`config.mk`:
```
export PLATFORM = sky130hd
export DESIGN_NAME = mux_tree_pipe
export DESIGN_NICKNAME = d
export VERILOG_FILES = /design/src/rtl/mux_tree_pipe_pkg.sv /design/src/rtl/mux_tree_stage.sv /design/src/rtl/mux_tree_pipe.sv
export SDC_FILE = /design/constraint.sdc
export NUM_CORES = 1
export LEC_CHECK = 0
export BUFFER_PORTS_ARGS = -buffer_cell sky130_fd_sc_hd__buf_2
export CAP_MARGIN = 20
export CORE_MARGIN = 10
export CORE_UTILIZATION = 30
export CTS_CLUSTER_DIAMETER = 200
export DETAILED_ROUTE_END_ITERATION = 6
export MAX_ROUTING_LAYER = met4
export PLACE_DENSITY = 0.62
export SYNTH_ARGS = -nofsm -noshare
export SYNTH_HDL_FRONTEND = slang
export SYNTH_SLANG_ARGS = --single-unit
```
`constraint.sdc`:
```
create_clock -name clk -period 1.99 [get_ports clk]
set_clock_uncertainty 0.2 [all_clocks]
set_input_delay 0.0995 -clock clk [delete_from_list [all_inputs] [get_ports clk]]
set_output_delay 0.0995 -clock clk [all_outputs]
set_load 0.05 [all_outputs]
```
`src/rtl/mux_tree_pipe_pkg.sv`:
```
// Shared sizing helpers for the pipelined N:1 selector: select width, latency,
// per-stage word counts and leaf padding.
package mux_tree_pipe_pkg;

    function automatic int unsigned f_clog2(input int unsigned n);
        int unsigned r = 0;
        while ((64'd1 << r) < 64'(n)) r++;
        return r;
    endfunction

    function automatic int unsigned f_sw(input int unsigned n);
        return (f_clog2(n) > 0) ? f_clog2(n) : 1;
    endfunction

    function automatic int unsigned f_lat(input int unsigned n, input int unsigned lvls);
        int unsigned l = (f_clog2(n) + lvls - 1) / lvls;
        return (l > 0) ? l : 1;
    endfunction

    // Words remaining after s stages, each stage grouping 2^lvls words into one.
    function automatic int unsigned f_words(input int unsigned n, input int unsigned lvls,
                                            input int unsigned s);
        int unsigned w = n;
        for (int unsigned i = 0; i < s; i++) w = (w + (32'd1 << lvls) - 1) >> lvls;
        return w;
    endfunction

    // Leaf count of one stage once its input is padded to whole groups.
    function automatic int unsigned f_pad(input int unsigned n, input int unsigned lvls);
        return f_words(n, lvls, 1) << lvls;
    endfunction

endpackage

```
`src/rtl/mux_tree_stage.sv`:
```
// One registered stage of the selector tree: 2^LVLS:1 reduction of NI words,
// carrying valid, the unused select bits and the en_n/err flags alongside.
module mux_tree_stage
    import mux_tree_pipe_pkg::*;
#(
    parameter int unsigned NI   = 16,
    parameter int unsigned WE   = 1,
    parameter int unsigned LVLS = 2,
    parameter int unsigned SWI  = 5,
    parameter logic [WE-1:0] DIS = '1
) (
    input  logic                                 clk,
    input  logic                                 rst,
    input  logic                                 adv,
    input  logic                                 prev_valid,
    input  logic [NI*WE-1:0]                     prev_data,
    input  logic [SWI-1:0]                       prev_sel,
    input  logic                                 prev_en_n,
    input  logic                                 prev_err,
    output logic                                 valid,
    output logic [f_words(NI, LVLS, 1)*WE-1:0]   data,
    output logic [SWI-LVLS-1:0]                  sel,
    output logic                                 en_n,
    output logic                                 err
);

    localparam int unsigned GS = 2 ** LVLS;
    localparam int unsigned NO = f_words(NI, LVLS, 1);
    localparam int unsigned NP = f_pad(NI, LVLS);

    logic [NP*WE-1:0] padded;
    logic [NO*WE-1:0] red;
    logic [LVLS-1:0]  idx;

    always_comb begin
        padded = {NP{DIS}};
        padded[NI*WE-1:0] = prev_data;
        idx = prev_sel[LVLS-1:0];
        red = '0;
        for (int unsigned j = 0; j < NO; j++) begin
            // Disabled or out-of-range items collapse to DIS at every level.
            if (prev_en_n || prev_err) begin
                red[j*WE +: WE] = DIS;
            end else begin
                red[j*WE +: WE] = padded[(j*GS + 32'(idx))*WE +: WE];
            end
        end
    end

    always_ff @(posedge clk or posedge rst) begin
        if (rst) begin
            valid <= 1'b0;
            data  <= '0;
            sel   <= '0;
            en_n  <= 1'b0;
            err   <= 1'b0;
        end else if (adv) begin
            valid <= prev_valid;
            data  <= red;
            sel   <= prev_sel[SWI-1:LVLS];
            en_n  <= prev_en_n;
            err   <= prev_err;
        end
    end

endmodule

```
`src/rtl/mux_tree_pipe.sv`:
```
// Pipelined N:1 selector with valid/ready handshake and out-of-range detection.
// Define MUX_PARITY_EN to add the registered even-parity output out_par.
module mux_tree_pipe
    import mux_tree_pipe_pkg::*;
#(
    parameter int unsigned N    = 16,
    parameter int unsigned W    = 1,
    parameter int unsigned LVLS = 2,
    parameter logic [W-1:0] DIS_VAL = '1,
    localparam int unsigned SW  = f_sw(N)
) (
    input  logic            clk,
    input  logic            rst,
    input  logic            in_valid,
    output logic            in_ready,
    input  logic [N*W-1:0]  in_data,
    input  logic [SW-1:0]   in_sel,
    input  logic            in_en_n,
    output logic            out_valid,
    input  logic            out_ready,
`ifdef MUX_PARITY_EN
    output logic            out_par,
`endif
    output logic [W-1:0]    out_data,
    output logic            out_err
);

    localparam int unsigned LAT = f_lat(N, LVLS);
    // One spare select bit keeps every carried select field at least one bit wide.
    localparam int unsigned TSW = LAT * LVLS + 1;

`ifdef MUX_PARITY_EN
    // Parity rides as an extra top bit of each word, so it shares the output register.
    localparam int unsigned WE = W + 1;
    localparam logic [WE-1:0] DIS_EXT = {^DIS_VAL, DIS_VAL};
`else
    localparam int unsigned WE = W;
    localparam logic [WE-1:0] DIS_EXT = DIS_VAL;
`endif

    logic            adv;
    logic            in_err;
    logic [TSW-1:0]  sel_ext;
    logic [N*WE-1:0] data_ext;
    logic            unused_tail;

    always_comb begin
        data_ext = '0;
        for (int unsigned i = 0; i < N; i++) begin
`ifdef MUX_PARITY_EN
            data_ext[i*WE +: WE] = {^in_data[i*W +: W], in_data[i*W +: W]};
`else
            data_ext[i*WE +: WE] = in_data[i*W +: W];
`endif
        end
    end

    assign in_err   = !in_en_n && (32'(in_sel) >= N);
    assign sel_ext  = TSW'(in_sel);
    assign adv      = !out_valid || out_ready;
    assign in_ready = adv && !rst;

    for (genvar s = 0; s < LAT; s++) begin : g_stg
        localparam int unsigned NI  = f_words(N, LVLS, s);
        localparam int unsigned NO  = f_words(N, LVLS, s + 1);
        localparam int unsigned SWI = TSW - s * LVLS;

        logic                 p_valid;
        logic [NI*WE-1:0]     p_data;
        logic [SWI-1:0]       p_sel;
        logic                 p_en_n;
        logic                 p_err;
        logic                 valid;
        logic [NO*WE-1:0]     data;
        logic [SWI-LVLS-1:0]  sel;
        logic                 en_n;
        logic                 err;

        if (s == 0) begin : g_head
            assign p_valid = in_valid;
            assign p_data  = data_ext;
            assign p_sel   = sel_ext;
            assign p_en_n  = in_en_n;
            assign p_err   = in_err;
        end else begin : g_link
            assign p_valid = g_stg[s-1].valid;
            assign p_data  = g_stg[s-1].data;
            assign p_sel   = g_stg[s-1].sel;
            assign p_en_n  = g_stg[s-1].en_n;
            assign p_err   = g_stg[s-1].err;
        end

        mux_tree_stage #(
            .NI   (NI),
            .WE   (WE),
            .LVLS (LVLS),
            .SWI  (SWI),
            .DIS  (DIS_EXT)
        ) u_stage (
            .clk        (clk),
            .rst        (rst),
            .adv        (adv),
            .prev_valid (p_valid),
            .prev_data  (p_data),
            .prev_sel   (p_sel),
            .prev_en_n  (p_en_n),
            .prev_err   (p_err),
            .valid      (valid),
            .data       (data),
            .sel        (sel),
            .en_n       (en_n),
            .err        (err)
        );
    end

    assign out_valid = g_stg[LAT-1].valid;
    assign out_data  = g_stg[LAT-1].data[W-1:0];
    assign out_err   = g_stg[LAT-1].err;
`ifdef MUX_PARITY_EN
    assign out_par   = g_stg[LAT-1].data[W];
`endif

    // Select remainder and en_n of the last stage have no consumer.
    assign unused_tail = ^{g_stg[LAT-1].sel, g_stg[LAT-1].en_n};

endmodule
```
==> results.sh <==
export IMPL_rows=15
export IMPL_yosysSeqAreaShare=0.4577
export IMPL_cp_start_kind="flip-flop"
export IMPL_grt_max_degree=12
export IMPL_cap_violations=0
export IMPL_intPower_mw=0.3761
export IMPL_cts_buffers=3
export IMPL_hold_end="g_stg[0].u_stage.data[2]"
export IMPL_cp_required_ps=1690
export IMPL_detail_route_antenna_nets=0
export IMPL_initial_core_util=0.3167
export IMPL_swShare=0.2801
export IMPL_ios=29
export IMPL_regArea_um2=250.2
export IMPL_setup_slack_ps=333.7
export IMPL_grt_pass1_vias=541
export IMPL_final_cell_area_um2=780.7
export IMPL_critPathMaxFanout=11
export IMPL_p_comb_frac=0.281
export IMPL_pre_cts_ws_ps=556.8
export IMPL_syn_area_um2=546.8
export IMPL_finalWirelength_um=1413
export IMPL_worstHoldStart="out_ready"
export IMPL_arrival_ps=1360
export IMPL_portBuffers=27
export IMPL_finalHoldViolCount=0
export IMPL_drcViolationCount=0
export IMPL_slowest_stage="dfrtp_1"
export IMPL_clockBufferDepth=2
export IMPL_critPathCaptureType="output port"
export IMPL_path_cells="nor2b_1 > buf_4 > nor2_1 > buf_2"
export IMPL_p_leak_nw=0.3515
export IMPL_dr_first_iter_drc_count=0
export IMPL_syn_area_per_cell_um2=15.19
export IMPL_status="finished, final reports clean"
export IMPL_diodes=0
export IMPL_clockPowerShare=0.251
export IMPL_placed_area_um2=708.2
export IMPL_vias=441
export IMPL_grt_pass1_wl_um=2297
export IMPL_hp_class="in -> reg"
export IMPL_criticalPathCategory="reg -> out"
export IMPL_ys_types=13
export IMPL_finalNetCount=97
export IMPL_max_freq_ghz=0.6038
export IMPL_powerDensity_nw_per_um2=669.1
export IMPL_syn_inst=36
export IMPL_layout_min_cycle_time_ps=1656
export IMPL_ir_drop_v=0.0002510
export IMPL_cpLargestDelayFamily="buffers and inverters"
export IMPL_synthesis_nets=61
export IMPL_ys_ff_latch=10
export IMPL_clkSinkCount=10
export IMPL_cts_tree="done"
export IMPL_reg2reg_to="g_stg[1].u_stage.data"
export IMPL_p_switching_mw=0.1463
export IMPL_dp_cells=87
export IMPL_antenna_found_initial=0
export IMPL_slew_viol_final=0
export IMPL_grt_total_usage=0.07539
export IMPL_place_gp_congestion=0.7568
export IMPL_cts_setup_buffers=0
export IMPL_die_h_um=62.69
export IMPL_rr_worst_depth=2
export IMPL_vias_per_cell=4.642
export IMPL_period_share=0.8323
export IMPL_whs_path_depth=3
export IMPL_setup_viol=0
export IMPL_synth_warnings=0
export IMPL_multiInputGateArea_um2=280.3
export IMPL_final_fill_count=192
export IMPL_final_core_util=0.4522
export IMPL_sequentialPowerShare=0.469
export IMPL_final_common_cell="buf_2"
export IMPL_area_delta_synth_final_pct=42.79
export IMPL_wire_per_inst_um=14.87
export IMPL_setup_tns_final_ps=0
export IMPL_final_cell_mix="buf_2, dfrtp_1, or3b_2, o31a_1, dlygate4sd3_1"
export IMPL_coreArea_um2=1727
export IMPL_cts_root_buf="clkbuf_4"
export IMPL_dieArea_um2=3930
export IMPL_die_w_um=62.69
export IMPL_path_buf_inv=2
export IMPL_rsz0062_at_grt="no"
export IMPL_rrSetupSlack_ps=560
export IMPL_insertion_delay_ps=260
export IMPL_htreeDepth=1
export IMPL_drive_above_1_share=0.6000
export IMPL_timing_rr_start="g_stg[0].u_stage.sel[0]"
export IMPL_clk_pin_slew_ps=60
export IMPL_overflow=0
export IMPL_cp_slowest_stage_delay_ps=420
export IMPL_instances_no_fill=95
export IMPL_drtPass1Iterations=1
[state kept, by name, indices dropped and copies added, names as in the netlist]
| name | count |
|---|---|
| g_stg.u_stage.en_n | 1 |
| g_stg.u_stage.sel | 2 |
| g_stg.u_stage.valid | 2 |
| g_stg.u_stage.data | 5 |
[per-layer routing]
layer | up-vias | track usage | wire (µm)
met1 | 200 | 0.07526 | 600
met3 | 5 | 0.02151 | 101
li1 | 210 | - | -
met4 | 0 | 0.05866 | 46
met5 | - | - | 0
met2 | 26 | 0.1218 | 666
[cells by family (layout without fill, tap and decap cells)]
logic type,count (synthesis),in the layout,share of synthesized area
simple gates,8,8,0.1098
compound gates,5,5,0.08009
mux,9,9,0.3158
other cells,1,1,0.006858
buf+inv,3,37,0.02974
flops,10,10,0.4577
[metrics by stage]
stage | hold slack, ps | total power [mW]
2_1_floorplan | -260.3 | 0.3409
3_3_place_gp | -97.79 | 0.3850
3_5_place_dp | -87.85 | 0.3913
4_1_cts | 21.26 | 0.5342
5_1_grt | 40.64 | 0.5531
6_report | 34.07 | 0.5224
[cells in the mapped netlist, drive strengths merged]
cell	n	share of area
or3b	5	0.080
mux4	5	0.23
inv	1	0.0069
dfrtp	10	0.46
o31a	5	0.080
conb	1	0.0069
buf	2	0.023
mux2	4	0.082
nor2	1	0.0069
nor2b	1	0.011
or2	1	0.011
[worst register-to-register path, stage by stage (launching register included)]
cell and delay [ps]:
dfrtp_1 380, mux4_2 500, o31a_1 250
[final cells by class]
| cell class | instances | share of cell area |
|---|---|---|
| Multi-Input combinational cell | 23 | 0.3590 |
| Inverter | 1 | 0.004808 |
| Clock buffer | 3 | 0.02885 |
| Timing Repair Buffer | 33 | 0.2468 |
| Sequential cell | 10 | 0.3205 |
| Tap cell | 25 | 0.04006 |
[repair_timing]
action | 4_1_cts | 5_1_grt
hold endpoints to repair | 18 | 0
endpoints found under the setup margin | 0 | 0
hold buffers | 5 | 0
resized for setup | 0 | 0
[power by group through the flow]
stage | Clock (mW) | Combinational (mW) | Sequential, mW
detailed placement | 0 | 0.142 | 0.250
global route | 0.146 | 0.158 | 0.248
CTS | 0.139 | 0.150 | 0.246
finish | 0.131 | 0.147 | 0.245
floorplan | 0 | 0.0767 | 0.264
global placement | 0 | 0.137 | 0.248
[how the worst max path moves through the flow]
stage                                  from               endpoint  slack, ps  cells past startpoint
CTS                  g_stg[1].u_stage.valid               in_ready        300                      4
global route         g_stg[1].u_stage.valid               in_ready        260                      4
finish               g_stg[1].u_stage.valid               in_ready        330                      4
global placement    g_stg[0].u_stage.sel[0]  g_stg[1].u_stage.data        570                      2
detailed placement  g_stg[0].u_stage.sel[0]  g_stg[1].u_stage.data        560                      2
floorplan            g_stg[1].u_stage.valid               in_ready         70                      3
(Power assumes the default switching activity.)
